## config.mk

```make
export PLATFORM = sky130hd
export DESIGN_NAME = instr_encoder_flat
export DESIGN_NICKNAME = d
export VERILOG_FILES = /design/src/rtl/instr_pkg.sv /design/src/rtl/instr_encoder_if.sv /design/src/rtl/instr_fifo.sv /design/src/rtl/instr_encoder.sv /design/src/flat_wrapper.sv
export SDC_FILE = /design/constraint.sdc
export NUM_CORES = 1
export LEC_CHECK = 0
export BUFFER_PORTS_ARGS = -buffer_cell sky130_fd_sc_hd__buf_2
export CELL_PAD_IN_SITES_DETAIL_PLACEMENT = 1
export CELL_PAD_IN_SITES_GLOBAL_PLACEMENT = 2
export CORE_ASPECT_RATIO = 0.75
export CORE_MARGIN = 2
export CORE_UTILIZATION = 41
export CTS_CLUSTER_DIAMETER = 30
export CTS_CLUSTER_SIZE = 12
export DETAILED_ROUTE_END_ITERATION = 10
export GPL_ROUTABILITY_DRIVEN = 0
export PLACE_DENSITY_LB_ADDON = 0.1
export REMOVE_ABC_BUFFERS = 1
export SYNTH_ARGS = -nofsm -noshare
export SYNTH_HDL_FRONTEND = slang
export SYNTH_SLANG_ARGS = --single-unit
```

## constraint.sdc

```tcl
create_clock -name i_clk -period 2.9 [get_ports i_clk]
set_input_delay 0.435 -clock i_clk [delete_from_list [all_inputs] [get_ports i_clk]]
set_output_delay 0.435 -clock i_clk [all_outputs]
set_load 0.005 [all_outputs]
```

## src/rtl/instr_pkg.sv

```systemverilog
// Shared instruction-set definitions: opcode map, encoded field positions and
// the operand-packing format of each opcode. Also used by the CPU control unit.
package instr_pkg;

  localparam int INSTR_W = 32;
  localparam int FIELD_W = 8;
  localparam int OPC_LSB = 24;
  localparam int F2_LSB  = 16;
  localparam int F1_LSB  = 8;
  localparam int F0_LSB  = 0;

  localparam logic [7:0] OP_LOADI = 8'h00;
  localparam logic [7:0] OP_MOV   = 8'h01;
  localparam logic [7:0] OP_ADD   = 8'h02;
  localparam logic [7:0] OP_SUB   = 8'h03;
  localparam logic [7:0] OP_AND   = 8'h04;
  localparam logic [7:0] OP_OR    = 8'h05;
  localparam logic [7:0] OP_J     = 8'h06;
  localparam logic [7:0] OP_BEQ   = 8'h07;
  localparam logic [7:0] OP_BNE   = 8'h08;
  localparam logic [7:0] OP_SRL   = 8'h09;
  localparam logic [7:0] OP_SLL   = 8'h0A;
  localparam logic [7:0] OP_ROR   = 8'h0B;
  localparam logic [7:0] OP_SRA   = 8'h0C;
  localparam logic [7:0] OP_MUL   = 8'h0D;
  // First opcode value that is not part of the instruction set.
  localparam logic [7:0] OP_ILLEGAL_MIN = 8'h0E;

  typedef struct packed {
    logic [7:0] opcode;
    logic [2:0] rd;
    logic [2:0] rt;
    logic [2:0] rs;
    logic [7:0] imm;
  } op_req_t;

  typedef enum logic [2:0] {
    FMT_RRR, FMT_MOV, FMT_LDI, FMT_SHI, FMT_BR, FMT_J, FMT_BAD
  } fmt_e;

  function automatic logic op_legal(input logic [7:0] op);
    return op < OP_ILLEGAL_MIN;
  endfunction

  function automatic fmt_e op_format(input logic [7:0] op);
    fmt_e f;
    case (op)
      OP_ADD, OP_SUB, OP_AND, OP_OR, OP_MUL: f = FMT_RRR;
      OP_MOV:                                f = FMT_MOV;
      OP_LOADI:                              f = FMT_LDI;
      OP_SRL, OP_SLL, OP_ROR, OP_SRA:        f = FMT_SHI;
      OP_BEQ, OP_BNE:                        f = FMT_BR;
      OP_J:                                  f = FMT_J;
      default:                               f = FMT_BAD;
    endcase
    return f;
  endfunction

endpackage

```

## src/rtl/instr_encoder_if.sv

```systemverilog
// Producer/consumer bus of the instruction encoder.
interface instr_encoder_if #(parameter int DEPTH = 4);
  localparam int CW = $clog2(DEPTH) + 1;

  logic          in_valid;
  logic          in_ready;
  logic [7:0]    in_opcode;
  logic [2:0]    in_rd;
  logic [2:0]    in_rt;
  logic [2:0]    in_rs;
  logic [7:0]    in_imm;
  logic          out_valid;
  logic          out_ready;
  logic [31:0]   out_instruction;
  logic          illegal;
  logic [7:0]    illegal_count;
  logic [CW-1:0] count;

  modport slave (
    input  in_valid, in_opcode, in_rd, in_rt, in_rs, in_imm, out_ready,
    output in_ready, out_valid, out_instruction, illegal, illegal_count, count
  );

  modport master (
    output in_valid, in_opcode, in_rd, in_rt, in_rs, in_imm, out_ready,
    input  in_ready, out_valid, out_instruction, illegal, illegal_count, count
  );
endinterface

```

## src/rtl/instr_fifo.sv

```systemverilog
// Synchronous FIFO of encoded words; head reads as zero while empty.
module instr_fifo #(
  parameter int DEPTH = 4,
  parameter int W     = 32,
  localparam int AW   = $clog2(DEPTH),
  localparam int CW   = AW + 1
) (
  input  logic          i_clk,
  input  logic          i_reset,
  input  logic          i_push,
  input  logic          i_pop,
  input  logic [W-1:0]  i_data,
  output logic [W-1:0]  o_data,
  output logic [CW-1:0] o_count
);
  localparam logic [CW-1:0] FULL_C = CW'(DEPTH);

  logic [W-1:0]  r_mem [DEPTH];
  logic [AW-1:0] r_wptr, r_rptr;
  logic [CW-1:0] r_count;
  logic          w_push, w_pop;

  assign w_push  = i_push & (r_count != FULL_C);
  assign w_pop   = i_pop & (r_count != '0);
  assign o_count = r_count;
  assign o_data  = (r_count == '0) ? '0 : r_mem[r_rptr];

  // Power-of-two depth: pointers wrap naturally.
  always_ff @(posedge i_clk) begin
    if (i_reset) begin
      r_wptr  <= '0;
      r_rptr  <= '0;
      r_count <= '0;
    end else begin
      if (w_push) r_wptr <= r_wptr + AW'(1);
      if (w_pop)  r_rptr <= r_rptr + AW'(1);
      case ({w_push, w_pop})
        2'b10:   r_count <= r_count + CW'(1);
        2'b01:   r_count <= r_count - CW'(1);
        default: r_count <= r_count;
      endcase
    end
  end

  always_ff @(posedge i_clk) begin
    if (w_push) r_mem[r_wptr] <= i_data;
  end
endmodule

```

## src/rtl/instr_encoder.sv

```systemverilog
// Packs decoded operations into 32-bit instruction words and queues them;
// unknown opcodes are handshaken, dropped, flagged and counted.
module instr_encoder
  import instr_pkg::*;
#(
  parameter int DEPTH = 4
) (
  input  logic           i_clk,
  input  logic           i_reset,
  instr_encoder_if.slave io_bus
);
  localparam int CW = $clog2(DEPTH) + 1;
  localparam logic [CW-1:0] FULL_C = CW'(DEPTH);

  op_req_t          w_req;
  fmt_e             w_fmt;
  logic [7:0]       w_rd8, w_rt8, w_rs8;
  logic [7:0]       w_f2, w_f1, w_f0;
  logic [31:0]      w_word;
  logic             w_legal, w_in_ready, w_accept, w_pop;
  logic [CW-1:0]    w_count;
  logic [INSTR_W-1:0] w_head;
  logic             r_illegal;
  logic [7:0]       r_illegal_cnt;

  assign w_req = '{opcode: io_bus.in_opcode, rd: io_bus.in_rd, rt: io_bus.in_rt,
                   rs: io_bus.in_rs, imm: io_bus.in_imm};
  assign w_fmt   = op_format(w_req.opcode);
  assign w_legal = op_legal(w_req.opcode);
  assign w_rd8   = {5'b0, w_req.rd};
  assign w_rt8   = {5'b0, w_req.rt};
  assign w_rs8   = {5'b0, w_req.rs};

  always_comb begin
    w_f2 = '0;
    w_f1 = '0;
    w_f0 = '0;
    case (w_fmt)
      FMT_RRR: begin w_f2 = w_rd8;       w_f1 = w_rt8; w_f0 = w_rs8;       end
      FMT_MOV: begin w_f2 = w_rd8;                     w_f0 = w_rs8;       end
      FMT_LDI: begin w_f2 = w_rd8;                     w_f0 = w_req.imm;   end
      FMT_SHI: begin w_f2 = w_rd8;       w_f1 = w_rt8; w_f0 = w_req.imm;   end
      FMT_BR:  begin w_f2 = w_req.imm;   w_f1 = w_rt8; w_f0 = w_rs8;       end
      FMT_J:   begin w_f2 = w_req.imm;                                     end
      default: ;
    endcase
    w_word = '0;
    w_word[OPC_LSB +: FIELD_W] = w_req.opcode;
    w_word[F2_LSB  +: FIELD_W] = w_f2;
    w_word[F1_LSB  +: FIELD_W] = w_f1;
    w_word[F0_LSB  +: FIELD_W] = w_f0;
  end

  // Ready depends only on registered occupancy, never on the valid/ready inputs.
  assign w_in_ready = (w_count < FULL_C);
  assign w_accept   = io_bus.in_valid & w_in_ready;
  assign w_pop      = io_bus.out_ready & (w_count != '0);

  instr_fifo #(.DEPTH(DEPTH), .W(INSTR_W)) u_fifo (
    .i_clk   (i_clk),
    .i_reset (i_reset),
    .i_push  (w_accept & w_legal),
    .i_pop   (w_pop),
    .i_data  (w_word),
    .o_data  (w_head),
    .o_count (w_count)
  );

  always_ff @(posedge i_clk) begin
    if (i_reset) begin
      r_illegal     <= 1'b0;
      r_illegal_cnt <= '0;
    end else begin
      r_illegal <= w_accept & ~w_legal;
      if (w_accept & ~w_legal & (r_illegal_cnt != 8'hFF))
        r_illegal_cnt <= r_illegal_cnt + 8'd1;
    end
  end

  assign io_bus.in_ready        = w_in_ready;
  assign io_bus.out_valid       = (w_count != '0);
  assign io_bus.out_instruction = w_head;
  assign io_bus.illegal         = r_illegal;
  assign io_bus.illegal_count   = r_illegal_cnt;
  assign io_bus.count           = w_count;
endmodule
```

## src/flat_wrapper.sv

```systemverilog
// flat-port wrapper written by rule: the top's interface ports become plain ports
module instr_encoder_flat import instr_pkg::*;
#(
  parameter int DEPTH = 4
)
  (i_clk, i_reset, io_bus_in_valid, io_bus_in_opcode, io_bus_in_rd, io_bus_in_rt, io_bus_in_rs, io_bus_in_imm, io_bus_out_ready, io_bus_in_ready, io_bus_out_valid, io_bus_out_instruction, io_bus_illegal, io_bus_illegal_count, io_bus_count);
  instr_encoder_if #(.DEPTH(DEPTH)) io_bus_i ();
  input  logic i_clk;
  input  logic i_reset;
  input wire logic [$bits(io_bus_i.in_valid)-1:0] io_bus_in_valid;
  input wire logic [$bits(io_bus_i.in_opcode)-1:0] io_bus_in_opcode;
  input wire logic [$bits(io_bus_i.in_rd)-1:0] io_bus_in_rd;
  input wire logic [$bits(io_bus_i.in_rt)-1:0] io_bus_in_rt;
  input wire logic [$bits(io_bus_i.in_rs)-1:0] io_bus_in_rs;
  input wire logic [$bits(io_bus_i.in_imm)-1:0] io_bus_in_imm;
  input wire logic [$bits(io_bus_i.out_ready)-1:0] io_bus_out_ready;
  output wire logic [$bits(io_bus_i.in_ready)-1:0] io_bus_in_ready;
  output wire logic [$bits(io_bus_i.out_valid)-1:0] io_bus_out_valid;
  output wire logic [$bits(io_bus_i.out_instruction)-1:0] io_bus_out_instruction;
  output wire logic [$bits(io_bus_i.illegal)-1:0] io_bus_illegal;
  output wire logic [$bits(io_bus_i.illegal_count)-1:0] io_bus_illegal_count;
  output wire logic [$bits(io_bus_i.count)-1:0] io_bus_count;
  assign io_bus_i.in_valid = io_bus_in_valid;
  assign io_bus_i.in_opcode = io_bus_in_opcode;
  assign io_bus_i.in_rd = io_bus_in_rd;
  assign io_bus_i.in_rt = io_bus_in_rt;
  assign io_bus_i.in_rs = io_bus_in_rs;
  assign io_bus_i.in_imm = io_bus_in_imm;
  assign io_bus_i.out_ready = io_bus_out_ready;
  assign io_bus_in_ready = io_bus_i.in_ready;
  assign io_bus_out_valid = io_bus_i.out_valid;
  assign io_bus_out_instruction = io_bus_i.out_instruction;
  assign io_bus_illegal = io_bus_i.illegal;
  assign io_bus_illegal_count = io_bus_i.illegal_count;
  assign io_bus_count = io_bus_i.count;
  instr_encoder #(.DEPTH(DEPTH)) u_core (.i_clk(i_clk), .i_reset(i_reset), .io_bus(io_bus_i));
endmodule
```

## After elaboration in Yosys (flattened, before gate mapping)

Memory sizes are Yosys's and may differ from the RTL's. A register that Yosys moved wholly into a read port is not among the register bits.
Cells that the tools add are included.

| storage, ports and cells | value |
|---|---|
| ROM bits | 48 |
| bits in registers | 16 |
| memory bits (writable) | 108 |
| input port bits | 29 |
| memories kept | 2 |
| output and inout port bits | 46 |
| logic and storage cells | 51 |

| cells by class | value |
|---|---|
| $lt $le $gt $ge | 2 |
| $add $sub $neg | 5 |
| bitwise operators | 8 |
| equal/unequal tests | 9 |
| muxes and demuxes | 10 |
| reductions and logical operators | 10 |

Memories:

| memory | words | width | rd ports | clocked after Yosys merged registers in | write ports | RTL line | RTL |
|---|---|---|---|---|---|---|---|
| u_core.u_fifo.r_mem | 4 | 27 | 1 | 1 | 1 | instr_fifo.sv:18 | `logic [W-1:0] r_mem [DEPTH];` |
| (name not given) | 16 | 3 | 1 | 0 | 0 | instr_pkg.sv:47 | `case (op)` |

Operators by type and width:

| kind | number |
|---|---|
| two-way mux 32 bit | 1 |
| one-hot mux 8 bit (2 select lines) | 2 |
| adder 8 x 1 -> 8 bit, second input constant | 1 |
| less-than comparator 8 x 4 -> 1 bit, second input constant | 1 |
| != test 8 bit, second input constant | 1 |
| bitwise AND 1 bit | 7 |
| == test 3 x 2 -> 1 bit, second input constant | 2 |
| == test 3 bit, second input constant | 2 |
| zero test 3 bit | 2 |
| two-way mux 3 bit | 2 |
| one-hot mux 3 bit (2 select lines) | 1 |
| OR reduction 3 bit | 2 |
| adder 2 x 1 -> 2 bit, second input constant | 2 |
| zero test 4 bit | 1 |
| two-way mux 2 bit | 2 |
| OR reduction 2 bit | 2 |
| OR reduction 4 bit | 1 |
| adder 3 x 1 -> 3 bit, second input constant | 1 |
| == test 3 x 1 -> 1 bit, second input constant | 1 |
| less-than comparator 3 bit, second input constant | 1 |
| != test 3 bit, second input constant | 1 |
| nonzero test 3 bit | 1 |
| subtractor 3 x 1 -> 3 bit, second input constant | 1 |
| == test 2 x 1 -> 1 bit, second input constant | 1 |
| 4 further kinds | 5 |

## Longest topological paths before layout

| logic depth | value |
|---|---|
| word-level depth | 6 |
| depth in mapped cells | 10 |
| depth with buffers taken out | 9 |

## By module

From an unflattened synthesis, not the netlist that was laid out.

| second synthesis, totals | value |
|---|---|
| cells, all modules | 354 |
| area total of the unflattened synthesis | 6,079.6 µm² |

Modules (own cells, without submodules):

| module | cells each | seq. area each (µm²) | area each (µm²) | instances |
|---|---|---|---|---|
| instr_fifo | 255 | 4,023.9 | 5,310.1 | 1 |
| instr_encoder | 99 | 180.2 | 769.5 | 1 |

## Worst setup path after synthesis

OpenSTA, ideal clock, no wires.

| timing | value |
|---|---|
| kind | input to register |
| start point | input port io_bus_in_opcode[4] |
| end point | memory u_core.u_fifo.r_mem[0][0] (netlist name) (enable) |
| arrival time | 2,128 ps |
| library setup time | 386 ps |
| required time | 2,514 ps |
| buffers on the path | 1 |
| cell stages on the path | 4 |
| path slack | 386 ps |
| cells stage by stage | or4_4 -> buf_6 -> nor3b_4 -> and2_1 |

| between the ends | value |
|---|---|
| word-level cells in the longest chain between the ends | 5 |

RTL lines:

| what | RTL line | RTL |
|---|---|---|
| start: declaration | flat_wrapper.sv:11 | `input wire logic [$bits(io_bus_i.in_opcode)-1:0] io_bus_in_opcode;` |
| less-than comparator 8 x 4 -> 1 bit | instr_pkg.sv:42 | `return op < OP_ILLEGAL_MIN;` |
| bitwise AND 1 bit | instr_encoder.sv:62 | `.i_push (w_accept & w_legal),` |
| bitwise AND 1 bit | instr_fifo.sv:23 | `assign w_push = i_push & (r_count != FULL_C);` |
| two-way mux 1 bit | instr_fifo.sv:46 | `if (w_push) r_mem[r_wptr] <= i_data;` |
| two-way mux 1 bit (implied by the code) | instr_fifo.sv:46 |  |
| end: declaration | instr_fifo.sv:18 |  |

No other way between the ends.

==> impl_results.md <==
- Crit path time final: 2300 ps
- Routed WL: 11.4 mm
- Synth Cell Area: 5340 sq um
- Status: completed
- # DRC: 0
- Worst clock skew: 8.01 ps
- WP data arrival: 1870 ps
- Worst path top cell family by delay: multiplexers
- Final setup TNS: 0 ps
- Hold Path Stages: 1
- R2r startpoint: u_core.u_fifo.o_count[2]$_SDFFE_PP0P_
- Sequential fraction of the synthesis area: 67.5%
- Instance count of the mapped netlist: 322
- H-tree levels: 4
- Synth Warn #: 0
- Ant diodes: 0
- FP Rows: 36
- RSZ-0062 raised after global routing: no
- Worst hold path type: input pin to flip-flop
- Port bufs: 69
- Fin. Hold Viols: 0
- Starting Density: 41.6%
- Synthesis-stage register bit count: 126
- Routed vias/inst: 5.09
- Io pins: 75
- Top FF cell, synth: edfxtp_1
- Routed wire length per instance: 19.3 um
- Pleak: 2.31 nW
- Crit path cell chain: buf_12 > mux4_2 > and2_1 > buf_2
- Post-synth EDFFs: 108
- Hold path endpoint: u_core.u_fifo.r_mem[3][26]$_DFFE_PP_
- F_max: 434 MHz
- Placed cell area: 5930 sq um
- Slew @ Worst Pin: 636 ps
- Required time of the worst setup path: 2470 ps
- Die ar.: 14000 sq um
- Worst IR Drop VDD: 396 uV
- Power Density: 646 nW/um^2
- Placed insts: 560
- Fin cells: 592
- Worst path slowest cell: mux4_2
- CTS Hold Buffers Added: 0
- Total CTS buffers: 17
- CP Buf/Inv Count: 2
- Initial antenna violation count: 0
- First-pass GRT wire length: 17.5 mm
- Initial drt markers: 128
- Die Ht: 103 um
- Dpl ws: 322 ps
- GR Overflow Total: 0
- P&R area growth vs syn: 21.9%
- CP max stage delay: 540 ps
- Root Buffer: clkbuf_16
- Reg2Reg Setup Slack: 830 ps
- Hold path start: io_bus_in_opcode[7]
- Clock sinks: 126
- Worst Setup Start Kind: flip-flop
- CTS clk-pin slew, worst paths: 50 ps
- CTS resizes: 0
- Gr usage total: 17.8%
- Synth cell types: 45
- Fraction of final layout cells sized beyond drive strength 1: 34.4%
- CTS tree: built
- Via Count: 3014
- Crit Path Max Fanout: 27
- Fin nets: 444
- Post-DRT Antenna Nets: 0
- Slew Viols, Final: 0
- CP Class: flip-flop to output port
- Post-CTS setup buffers: 0
- Max-cap violations: 0
- Die X: 136 um
- Reg2reg end: u_core.u_fifo.o_count[2]$_SDFFE_PP0P_
- Vias in the first global route: 3110
- Largest net degree at the start of global routing: 30
- Post-synth ARST share: 0%
- Post-DP HPWL: 7.20 mm
- Clk_lat worst skew: 410 ps
- Worst Setup Slack, final: 595 ps
- Core area: 12800 sq um
- Post-synthesis area per instance: 16.6 sq um
- Rel. slew slack: 57.4%
- Setup-failing EPs final: 0
- Max clock buf depth: 2
- Worst setup EP type: output port
- Fin crit share: 79.5%
- Post-route design area: 6510 sq um
- R2R depth: 9
- Drt pass-1 iters: 4
==> stage by stage <==
step / util, % / hold slack [ps] / power, mW
6_report: 50.7 / 279 / 4.20
5_1_grt: 50.7 / 279 / 4.35
4_1_cts: 50.7 / 253 / 4.26
3_5_place_dp: 46.2 / 511 / 2.17
3_3_place_gp: 46.2 / 496 / 2.17
2_1_floorplan: - / 476 / 2.09
==> final cells by class <==
| type | instances | area, sq um |
|---|---|---|
| Timing Repair Buffer | 83 | 475 |
| Fill cell | 1269 | 6330 |
| Multi-Input combinational cell | 172 | 1610 |
| Sequential cell | 126 | 3600 |
| Tap cell | 171 | 214 |
| Inverter | 8 | 30.0 |
| Clock buffer | 18 | 429 |
| Clock inverter | 14 | 150 |
==> where the power goes <==
| part | internal (mW) | switching (mW) | total (mW) |
|---|---|---|---|
| sequential | 1.96 | 0.00597 | 1.97 |
| combinational | 0.0755 | 0.0902 | 0.166 |
| clock | 1.33 | 0.742 | 2.07 |
| total | 3.37 | 0.838 | 4.20 |
==> synthesized netlist by cell type (4+ instances only) <==
library cell,count,area share [%]
a21oi_1,7,0.66
and2_1,46,5.4
buf_2,4,0.37
buf_4,5,0.70
clkbuf_1,9,0.63
dfxtp_1,18,6.7
edfxtp_1,108,61
ha_1,6,1.4
inv_1,8,0.56
mux4_2,27,11
nand2_1,5,0.35
nor2_1,16,1.1
nor2b_1,5,0.59
o21ai_0,4,0.37
or3_1,4,0.47
==> metal layers <==
layer | track usage, % | vias to the layer above | part of all wire [%]
met5 | 0 | - | 0
li1 | - | 1396 | -
met1 | 24.2 | 1530 | 45
met3 | 5.31 | 11 | 5.2
met2 | 27.4 | 77 | 48
met4 | 6.73 | 0 | 1.2
==> worst register-to-register path, delay by kind of cell (launching register included) <==
family | cells | cell delay [ps]
AND/OR/NAND/NOR | 3 | 900
AO/OA/AOI/OAI | 1 | 140
buffers and inverters | 2 | 140
XOR/XNOR | 1 | 70
flip-flops | 1 | 350
adder cells (fa/ha/maj) | 2 | 400
==> layout by cell type (no fill, tap or decap), types with 4 or more instances in the layout <==
cell type    n
clkbuf_16   17
nand2_1      5
a21oi_1      7
inv_1        8
buf_2       69
nor2b_1      5
o21ai_0      4
or3_1        4
and2_1      46
mux4_2      27
nor2_1      16
clkinv_1     5
dfxtp_1     17
ha_1         6
edfxtp_1   108
buf_4       12
conb_1       5
==> how the worst max path moves through the flow <==
| stage | start | cells after the start | endpoint | slack [ps] |
|---|---|---|---|---|
| finish | flip-flop | 4 | io_bus_out_instruction[25] | 600 |
| global route | flip-flop | 4 | io_bus_out_instruction[2] | 510 |
| CTS | flip-flop | 4 | io_bus_out_instruction[1] | 540 |
| floorplan | flip-flop | 2 | io_bus_out_instruction[0] | 410 |
| global placement | io_bus_in_opcode[4] | 10 | u_core.u_fifo.o_count[2]$_SDFFE_PP0P_ | 360 |
| detailed placement | io_bus_in_opcode[4] | 10 | u_core.u_fifo.o_count[2]$_SDFFE_PP0P_ | 320 |
==> state kept, by name (all words and copies together), names as in the netlist, named ones only <==
name,count
u_core.u_fifo.r_mem,108
u_core.io_bus.illegal_count,8
u_core.u_fifo.o_count,3
u_core.u_fifo.r_rptr,2
u_core.u_fifo.r_wptr,2
u_core.io_bus.illegal,1
==> logic make-up (layout without fill, tap and decap cells) <==
group,after synthesis,in the layout,synth area share [%]
buffers and inverters,28,123,2.70
XOR/XNOR,6,6,0.984
flip-flops,126,126,67.5
multiplexers,32,32,12.5
adder cells (fa/ha/maj),7,7,1.78
AND/OR/NAND/NOR,96,96,10.9
other,1,5,0.0702
AO/OA/AOI/OAI,26,26,3.56
No activity file was read; power rests on OpenSTA's default activity.
